`src/rtl/key_matrix_scan.sv`:
```
// key_matrix_scan: 4x4 active-low keypad scanner. Walks a low strobe across the columns,
// debounces a press on the row lines and reports one key code with a one-cycle valid pulse.
// Optional feature: define KEY_REPEAT_EN to re-pulse key_valid every REPEAT_MAX+1 cycles
// while a key stays held.
module key_matrix_scan #(
  parameter logic [15:0] SCAN_CNT_MAX = 16'd49_999,
  parameter logic [19:0] DEBOUNCE_MAX = 20'd999_999,
  parameter logic [25:0] REPEAT_MAX   = 26'd24_999_999
) (
  input  logic       sys_clk,
  input  logic       sys_rst,
  input  logic [3:0] row_in,
  output logic [3:0] col_out,
  output logic       key_valid,
  output logic [3:0] key_code,
  output logic       key_pressed
);

  typedef enum logic [1:0] {StScan, StDebounce, StHeld, StRelease} state_e;

  state_e      state_q, state_d;
  logic [3:0]  row_meta_q, row_s_q;
  logic [1:0]  col_q, col_d;
  logic [15:0] scan_cnt_q, scan_cnt_d;
  logic [19:0] deb_cnt_q, deb_cnt_d;
  logic [3:0]  pat_q, pat_d;
  logic [3:0]  code_q, code_d;
  logic        valid_q, valid_d;
  logic        pressed_q, pressed_d;
  logic [1:0]  row_idx;
  logic        rows_idle;

`ifdef KEY_REPEAT_EN
  logic [25:0] rep_cnt_q, rep_cnt_d;
`else
  // Auto-repeat is compiled out, so the period parameter has no consumer.
  logic unused_repeat_max;
  assign unused_repeat_max = ^REPEAT_MAX;
`endif

  assign rows_idle = (row_s_q == 4'hF);

  // Two-flop synchronizer for the asynchronous row lines
  always_ff @(posedge sys_clk) begin
    if (sys_rst) begin
      row_meta_q <= 4'hF;
      row_s_q    <= 4'hF;
    end else begin
      row_meta_q <= row_in;
      row_s_q    <= row_meta_q;
    end
  end

  // Fixed priority: the lowest-index low row in the captured pattern wins
  always_comb begin
    row_idx = 2'd3;
    if (!pat_q[0]) begin
      row_idx = 2'd0;
    end else if (!pat_q[1]) begin
      row_idx = 2'd1;
    end else if (!pat_q[2]) begin
      row_idx = 2'd2;
    end
  end

  // Next-state and counter logic for the scan/debounce/held/release FSM
  always_comb begin
    state_d    = state_q;
    col_d      = col_q;
    scan_cnt_d = scan_cnt_q;
    deb_cnt_d  = deb_cnt_q;
    pat_d      = pat_q;
    code_d     = code_q;
    valid_d    = 1'b0;
    pressed_d  = pressed_q;
`ifdef KEY_REPEAT_EN
    rep_cnt_d  = rep_cnt_q;
`endif
    case (state_q)
      StScan: begin
        if (scan_cnt_q == SCAN_CNT_MAX) begin
          scan_cnt_d = '0;
          if (rows_idle) begin
            col_d = col_q + 2'd1;
          end else begin
            pat_d     = row_s_q;
            deb_cnt_d = '0;
            state_d   = StDebounce;
          end
        end else begin
          scan_cnt_d = scan_cnt_q + 16'd1;
        end
      end
      StDebounce: begin
        if (row_s_q != pat_q) begin
          scan_cnt_d = '0;
          state_d    = StScan;
        end else if (deb_cnt_q == DEBOUNCE_MAX) begin
          code_d    = {row_idx, col_q};
          valid_d   = 1'b1;
          pressed_d = 1'b1;
          deb_cnt_d = '0;
          state_d   = StHeld;
`ifdef KEY_REPEAT_EN
          rep_cnt_d = '0;
`endif
        end else begin
          deb_cnt_d = deb_cnt_q + 20'd1;
        end
      end
      StHeld: begin
        if (rows_idle) begin
          deb_cnt_d = '0;
          state_d   = StRelease;
        end
`ifdef KEY_REPEAT_EN
        else if (rep_cnt_q == REPEAT_MAX) begin
          valid_d   = 1'b1;
          rep_cnt_d = '0;
        end else begin
          rep_cnt_d = rep_cnt_q + 26'd1;
        end
`endif
      end
      StRelease: begin
        if (!rows_idle) begin
          // Release bounce: back to held without a new report
          deb_cnt_d = '0;
          state_d   = StHeld;
`ifdef KEY_REPEAT_EN
          rep_cnt_d = '0;
`endif
        end else if (deb_cnt_q == DEBOUNCE_MAX) begin
          pressed_d  = 1'b0;
          col_d      = col_q + 2'd1;
          scan_cnt_d = '0;
          deb_cnt_d  = '0;
          state_d    = StScan;
        end else begin
          deb_cnt_d = deb_cnt_q + 20'd1;
        end
      end
      default: state_d = StScan;
    endcase
  end

  // State and output registers
  always_ff @(posedge sys_clk) begin
    if (sys_rst) begin
      state_q    <= StScan;
      col_q      <= 2'd0;
      scan_cnt_q <= '0;
      deb_cnt_q  <= '0;
      pat_q      <= 4'hF;
      code_q     <= 4'h0;
      valid_q    <= 1'b0;
      pressed_q  <= 1'b0;
    end else begin
      state_q    <= state_d;
      col_q      <= col_d;
      scan_cnt_q <= scan_cnt_d;
      deb_cnt_q  <= deb_cnt_d;
      pat_q      <= pat_d;
      code_q     <= code_d;
      valid_q    <= valid_d;
      pressed_q  <= pressed_d;
    end
  end

`ifdef KEY_REPEAT_EN
  // Auto-repeat period counter, only advanced while held
  always_ff @(posedge sys_clk) begin
    if (sys_rst) begin
      rep_cnt_q <= '0;
    end else begin
      rep_cnt_q <= rep_cnt_d;
    end
  end
`endif

  // One column strobed low at a time
  always_comb begin
    col_out = 4'b1110;
    unique case (col_q)
      2'd0: col_out = 4'b1110;
      2'd1: col_out = 4'b1101;
      2'd2: col_out = 4'b1011;
      2'd3: col_out = 4'b0111;
    endcase
  end

  assign key_valid   = valid_q;
  assign key_code    = code_q;
  assign key_pressed = pressed_q;

endmodule

```
`config.mk`:
```
export PLATFORM = sky130hd
export DESIGN_NAME = key_matrix_scan
export DESIGN_NICKNAME = d
export VERILOG_FILES = /design/src/rtl/key_matrix_scan.sv
export SDC_FILE = /design/constraint.sdc
export NUM_CORES = 1
export LEC_CHECK = 0
export CORE_MARGIN = 2
export CORE_UTILIZATION = 54
export CTS_BUF_LIST = sky130_fd_sc_hd__clkbuf_4 sky130_fd_sc_hd__clkbuf_8
export DETAILED_ROUTE_END_ITERATION = 8
export PLACE_DENSITY = 0.76
export REMOVE_ABC_BUFFERS = 1
export SYNTH_ARGS = -nofsm -noshare
export SYNTH_HDL_FRONTEND = slang
export SYNTH_SLANG_ARGS = --single-unit
```
`constraint.sdc`:
```
create_clock -name sys_clk -period 3.59 [get_ports sys_clk]
set_input_delay 0.5385 -clock sys_clk [delete_from_list [all_inputs] [get_ports sys_clk]]
set_output_delay 0.5385 -clock sys_clk [all_outputs]
set_load 0.01 [all_outputs]
```
==> results of run 1 <==
[power by group through the flow]
stage	clock network (W)	registers (W)	logic [W]
3_5_place_dp	0	0.000671	0.0000405
4_1_cts	0.000539	0.000656	0.0000408
3_3_place_gp	0	0.000670	0.0000400
5_1_grt	0.000573	0.000657	0.0000450
2_1_floorplan	0	0.000669	0.0000254
6_report	0.000526	0.000656	0.0000404
[cell type report]
class / instances / area, µm²
inverter: 18 / 67.6
sequential: 58 / 1160
fill: 443 / 1900
clock buffer: 9 / 124
clock inverter: 7 / 53.8
timing repair buffer: 16 / 158
multi-input combinational: 237 / 1560
tap: 70 / 87.6
[final timing paths]
check             endpoint  cells after the start     startpoint
max reg2reg  scan_cnt_q[2]                      8     state_q[1]
max          scan_cnt_q[2]                      8     state_q[1]
min reg2reg     row_s_q[2]                      1  row_meta_q[2]
min             row_s_q[2]                      1  row_meta_q[2]
[logic make-up (layout without fill, tap and decap cells)]
logic type | count (synthesis) | in the layout | share of synthesized area, %
multiplexers | 5 | 5 | 1.89
buffers and inverters | 28 | 50 | 4.23
XOR/XNOR | 36 | 36 | 11.1
flip-flops | 58 | 58 | 40.9
AO/OA/AOI/OAI | 33 | 33 | 8.37
adder cells (fa/ha/maj) | 10 | 10 | 4.40
AND/OR/NAND/NOR | 153 | 153 | 29.2
[worst register-to-register path, stage by stage, from the launching register on]
cell     delay, ns
dfxtp_1       0.34
inv_1         0.08
ha_1          0.30
inv_1         0.20
a22o_1        0.28
a21oi_1       0.66
nand3_1       0.15
nand2_1       0.41
nor2_1        0.10
[synth_stat cells, drive strengths merged (4+ instances only)]
master   n
nor4     6
mux2i    5
nor3     5
nand3   19
and4     4
and2     5
nor2    40
xor2    28
ha      10
dfxtp   58
and3     7
o211ai   4
or2      8
a21oi   14
nand2   28
clkbuf   5
xnor2    8
buf      5
inv     18
nand4   20
[per-layer routing]
| layer | GRT usage [%] | share of wire [%] | wire length, µm | vias to the layer above |
|---|---|---|---|---|
| met3 | 5.33 | 3.7 | 193 | 5 |
| met4 | 7.64 | 1.2 | 63 | 0 |
| li1 | - | - | - | 1160 |
| met5 | 0 | 0 | 0 | - |
| met1 | 26.0 | 49 | 2570 | 1014 |
| met2 | 30.3 | 46 | 2430 | 46 |
[sequential cells by signal, summed over array words and instances, names as in the netlist]
| register | count |
|---|---|
| row_meta_q | 4 |
| key_valid | 1 |
| key_code | 4 |
| key_pressed | 1 |
| row_s_q | 4 |
| deb_cnt_q | 20 |
| col_q | 2 |
| state_q | 2 |
| scan_cnt_q | 16 |
| pat_q | 4 |
[metrics by stage]
| step | hold WS [ns] | utilization (%) | setup slack (ns) |
|---|---|---|---|
| 2_1_floorplan | 0.389 | - | 1.45 |
| 3_3_place_gp | 0.392 | 59.4 | 1.08 |
| 3_5_place_dp | 0.393 | 59.4 | 0.979 |
| 4_1_cts | 0.411 | 62.9 | 0.965 |
| 5_1_grt | 0.416 | 62.9 | 0.654 |
| 6_report | 0.409 | 62.9 | 0.943 |
[placed cells by master, fill, tap and decap left out, types with 3 or more instances in the layout]
| master | instances |
|---|---|
| a21oi_1 | 14 |
| and2_1 | 4 |
| and3_1 | 7 |
| and4_1 | 4 |
| and4bb_2 | 3 |
| clkbuf_8 | 9 |
| clkdlybuf4s50_1 | 15 |
| clkinvlp_4 | 3 |
| dfxtp_1 | 58 |
| ha_1 | 10 |
| inv_1 | 18 |
| mux2i_1 | 4 |
| nand2_1 | 27 |
| nand3_1 | 19 |
| nand4_1 | 20 |
| nor2_1 | 38 |
| nor3_1 | 5 |
| nor4_1 | 5 |
| o211ai_1 | 3 |
| or2_2 | 8 |
| xnor2_1 | 8 |
| xor2_1 | 28 |
==> results_dict.tcl, run 1 <==
set metrics [dict create \
    slew_violations 0 \
    grt_pass1_vias 2005 \
    period_minus_slack_ns 2.65 \
    run_status "completed" \
    cp_cell_sequence "inv_1, ha_1, inv_1, a22o_1, a21oi_1, nand3_1, nand2_1, nor2_1" \
    start_util_pct 55.6 \
    clk_pin_slew_ns 0.07 \
    cts_tree "done" \
    dp.cells 399 \
    fin_nets 356 \
    viasPerCell 5.36 \
    maxCapViolations 0 \
    async_reset_ff_share_pct 0 \
    cts_made_buffers 9 \
    postCtsSetupRepairBufs 0 \
    fp.dieW_um 76.5 \
    power.total_w 0.00122 \
    dpl_cell_area_mm2 0.00303 \
    arrival_ns 2.85 \
    crit_path_end_kind "register" \
    yosys-top-cells-area "dfxtp_1 41%, xor2_1 8.6%, nor2_1 5.0%" \
    drive_gt1_share_pct 11.0 \
    hp-class "register to register" \
    rsz0062_at_grt "false" \
    p_sw_w 0.000301 \
    synth_warnings 0 \
    grt_max_degree 20 \
    yosys.area.top_type_share_pct 40.9 \
    place_hpwl_um 3720 \
    cp_max_fo 15 \
    htree_levels 3 \
    grt_pass1_wl_um 9270 \
    crit_top_cell "inv_1" \
    die_h_um 76.5 \
    synth_edf_count 0 \
    hold_buffers 0 \
    pwr-share-comb_pct 3.3 \
    final_area_mm2 0.00321 \
    insertion_delay_ns 0.33 \
    grt.total_usage_pct 19.6 \
    antenna_found_initial 0 \
    die-area_mm2 0.00586 \
    crit_required_ns 3.79 \
    pwr-share-seq_pct 53.7 \
    yosys_most_used_dff "dfxtp_1" \
    instances_no_fill 415 \
    cts_root_buf "clkbuf_8" \
    synthesis.area_mm2 0.00284 \
    tns_ns 0 \
    clockBufferDepth 2 \
    p_int_w 0.000921 \
    overflow 0 \
    cts_resized 0 \
    crit_path_top_delay_cell "a21oi_1" \
    wl_um 5260 \
    core_mm2 0.00511 \
    finalHoldViolCount 0 \
    p_leak_nw 1.15 \
    crit_family "compound AO/OA/AOI/OAI gates" \
    finalSetupViolCount 0 \
    finClkSkew_ns 0.00654 \
    ant_nets 0 \
    crit_type "register to register" \
    yosysTopAreaCell "dfxtp_1" \
    ys_ff_latch 58 \
    cts_sinks 58 \
    pwr-share-clk_pct 43.0 \
    yosysUniqueCellTypes 48 \
    fmax_mhz 378 \
    max_stage_delay_ns 0.66 \
    worstSetupStartpointType "register" \
    powerDensity_mw_per_mm2 380 \
    vdd_drop_max_mv 0.367 \
    detail_route.first_pass.iterations 4 \
    synthCells 323 \
    port_buffers 15 \
    fin_crit_sh_pct 73.7 \
    rows 26 \
    wire_per_inst_um 12.7 \
    reg2reg_slack_ns 0.94 \
    timing_worst_slew_pin_value_ns 0.851 \
    area_growth_pct 13.0 \
    synth_area_per_cell_um2 8.80 \
    place.gp.congestion 0.805 \
    drc 0 \
    netSwitchingFraction_pct 24.6 \
    ios 16 \
    drtIter0Drc 103 \
    yosysSeqAreaShare_pct 40.9 \
    worst-path-buf-inv 2 \
    slew_headroom_pct 43.3 \
    n_antenna_cell 0 \
    vias 2225 \
]
Note: power is estimated with default switching activity, not from simulation.
==> run 2, diff against run 1 <==
clock period = 2.8 ns   (was 3.59 ns; I/O delays follow)
==> results_dict.tcl, run 2 (synthesized netlist as in run 1, its figures left out) <==
set metrics [dict create \
    reg2reg_to "scan_cnt_q[6]" \
    grt.total_usage_pct 19.6 \
    finalHoldViolCount 0 \
    final_area_mm2 0.00330 \
    ios 16 \
    fin_nets 359 \
    clk_pin_slew_ns 0.07 \
    worstHoldEndpoint "row_s_q[3]" \
    worstSetupStartpointType "register" \
    crit_family "compound AO/OA/AOI/OAI gates" \
    viasPerCell 5.47 \
    powerDensity_mw_per_mm2 553 \
    wire_per_inst_um 13.2 \
    crit_type "register to register" \
    n_antenna_cell 0 \
    htree_levels 3 \
    timing_worst_slew_pin_value_ns 0.647 \
    hold_buffers 0 \
    overflow 0 \
    area_growth_pct 16.1 \
    top_regs "deb_cnt_q x20, scan_cnt_q x16" \
    drc 0 \
    final_cell_mix "58 x dfxtp_1, 38 x nor2_1, 28 x xor2_1, 27 x nand2_1, 20 x nand4_1" \
    max_stage_delay_ns 0.46 \
    worst-path-buf-inv 2 \
    timing.rr.start "state_q[1]" \
    largest_reg_flops 20 \
    fillers 443 \
    regMostFlops "deb_cnt_q" \
    finClkSkew_ns 0.00948 \
    layout.cells.most_common "dfxtp_1" \
    maxCapViolations 0 \
    crit_required_ns 3.02 \
    utilization_pct 64.6 \
    cts_root_buf "clkbuf_8" \
    cts_tree "done" \
    vdd_drop_max_mv 0.402 \
    cts_sinks 58 \
    crit_top_cell "inv_1" \
    ant_nets 0 \
    clockBufferDepth 2 \
    crit_path_top_delay_cell "a21oi_1" \
    grt_pass1_vias 2090 \
    drive_gt1_share_pct 11.8 \
    dpl_cell_area_mm2 0.00306 \
    rsz0062_at_grt "false" \
    finalSetupViolCount 0 \
    power.total_w 0.00182 \
    fp.dieW_um 76.5 \
    wl_um 5530 \
    die_h_um 76.5 \
    crit_path_end_kind "register" \
    rows 26 \
    slew_violations 0 \
    fin_crit_sh_pct 88.8 \
    cts_made_buffers 9 \
    period_minus_slack_ns 2.49 \
    hp-class "register to register" \
    drtIter0Drc 110 \
    detail_route.first_pass.iterations 4 \
    p_leak_nw 1.20 \
    grt_pass1_wl_um 9170 \
    arrival_ns 2.70 \
    hold_start "row_meta_q[3]" \
    postCtsSetupRepairBufs 0 \
    antenna_found_initial 0 \
    insertion_delay_ns 0.35 \
    port_buffers 15 \
    grt_max_degree 20 \
    cp_cell_sequence "inv_1, ha_1, inv_1, a22o_1, a21oi_1, nand3_1, nand2_1, nor2_1" \
    vias 2288 \
    hold_slack_ns 0.412 \
    tns_ns 0 \
    start_util_pct 55.6 \
    die-area_mm2 0.00586 \
    run_status "completed" \
    reg2reg_slack_ns 0.31 \
    whs_path_depth 1 \
    core_mm2 0.00511 \
    place.gp.congestion 0.881 \
    cp_max_fo 15 \
    cts_resized 0 \
    slew_headroom_pct 56.6 \
    fmax_mhz 402 \
    reg2regPathDepth 8 \
    place_hpwl_um 3900 \
]
## run 2: cell types whose count changed in the layout (fill, tap and decap cells not counted), sizes merged
cell    previous run  this run
bufinv             0         3
clkinv             2         1
inv               20        18
buf                1         4
## run 2: how the worst max path moves through the flow
stage | startpoint | to | slack (ns) | depth (start not counted)
CTS | state_q[1] | scan_cnt_q[6] | 0.35 | 8
detailed placement | state_q[1] | scan_cnt_q[6] | 0.36 | 8
global placement | state_q[1] | scan_cnt_q[3] | 0.44 | 8
finish | state_q[1] | scan_cnt_q[6] | 0.31 | 8
global route | state_q[1] | scan_cnt_q[6] | 0.18 | 8
floorplan | state_q[1] | scan_cnt_q[0] | 0.66 | 8
## run 2: per-layer routing
| metal | GRT usage, % | vias up | part of all wire [%] |
|---|---|---|---|
| li1 | - | 1167 | - |
| met1 | 25.2 | 1061 | 47 |
| met2 | 30.5 | 47 | 46 |
| met3 | 4.38 | 13 | 4.5 |
| met4 | 11.1 | 0 | 2.3 |
| met5 | 0 | - | 0 |
## run 2: layout make-up
class                           instances  area, µm²  area share [%]
Clock inverter                          7        118            3.57
Inverter                               18       67.6            2.05
Timing Repair Buffer                   19        180            5.46
Clock buffer                            9        124            3.76
Sequential cell                        58       1160            35.2
Tap cell                               70       87.6            2.66
Multi-Input combinational cell        237       1560            47.3
## run 2: report_power, final
part	switching [W]	internal, W
Sequential	0.00000701	0.000834
Clock	0.000343	0.000588
Combinational	0.0000306	0.0000213
## run 2: worst register-to-register path: cells and delay by family (launching register included)
kind,cells,cell delay [ns]
AOI/OAI and AO/OA,2,0.75
and+or+nand+nor,3,0.66
adders and majority gates,1,0.33
DFF,1,0.35
buffers and inverters,2,0.28
## run 2: metrics by stage
step	worst slack (ns)	cells
floorplan	0.657	313
global placement	0.444	402
detailed placement	0.364	402
CTS	0.348	418
global route	0.178	418
finish	0.313	418
==> run 3, diff against run 2 <==
CTS_CLUSTER_DIAMETER = 200   (was default)
==> results of run 3 <==
Same layout as run 2: the final DEF is identical, and so are final timing and power.
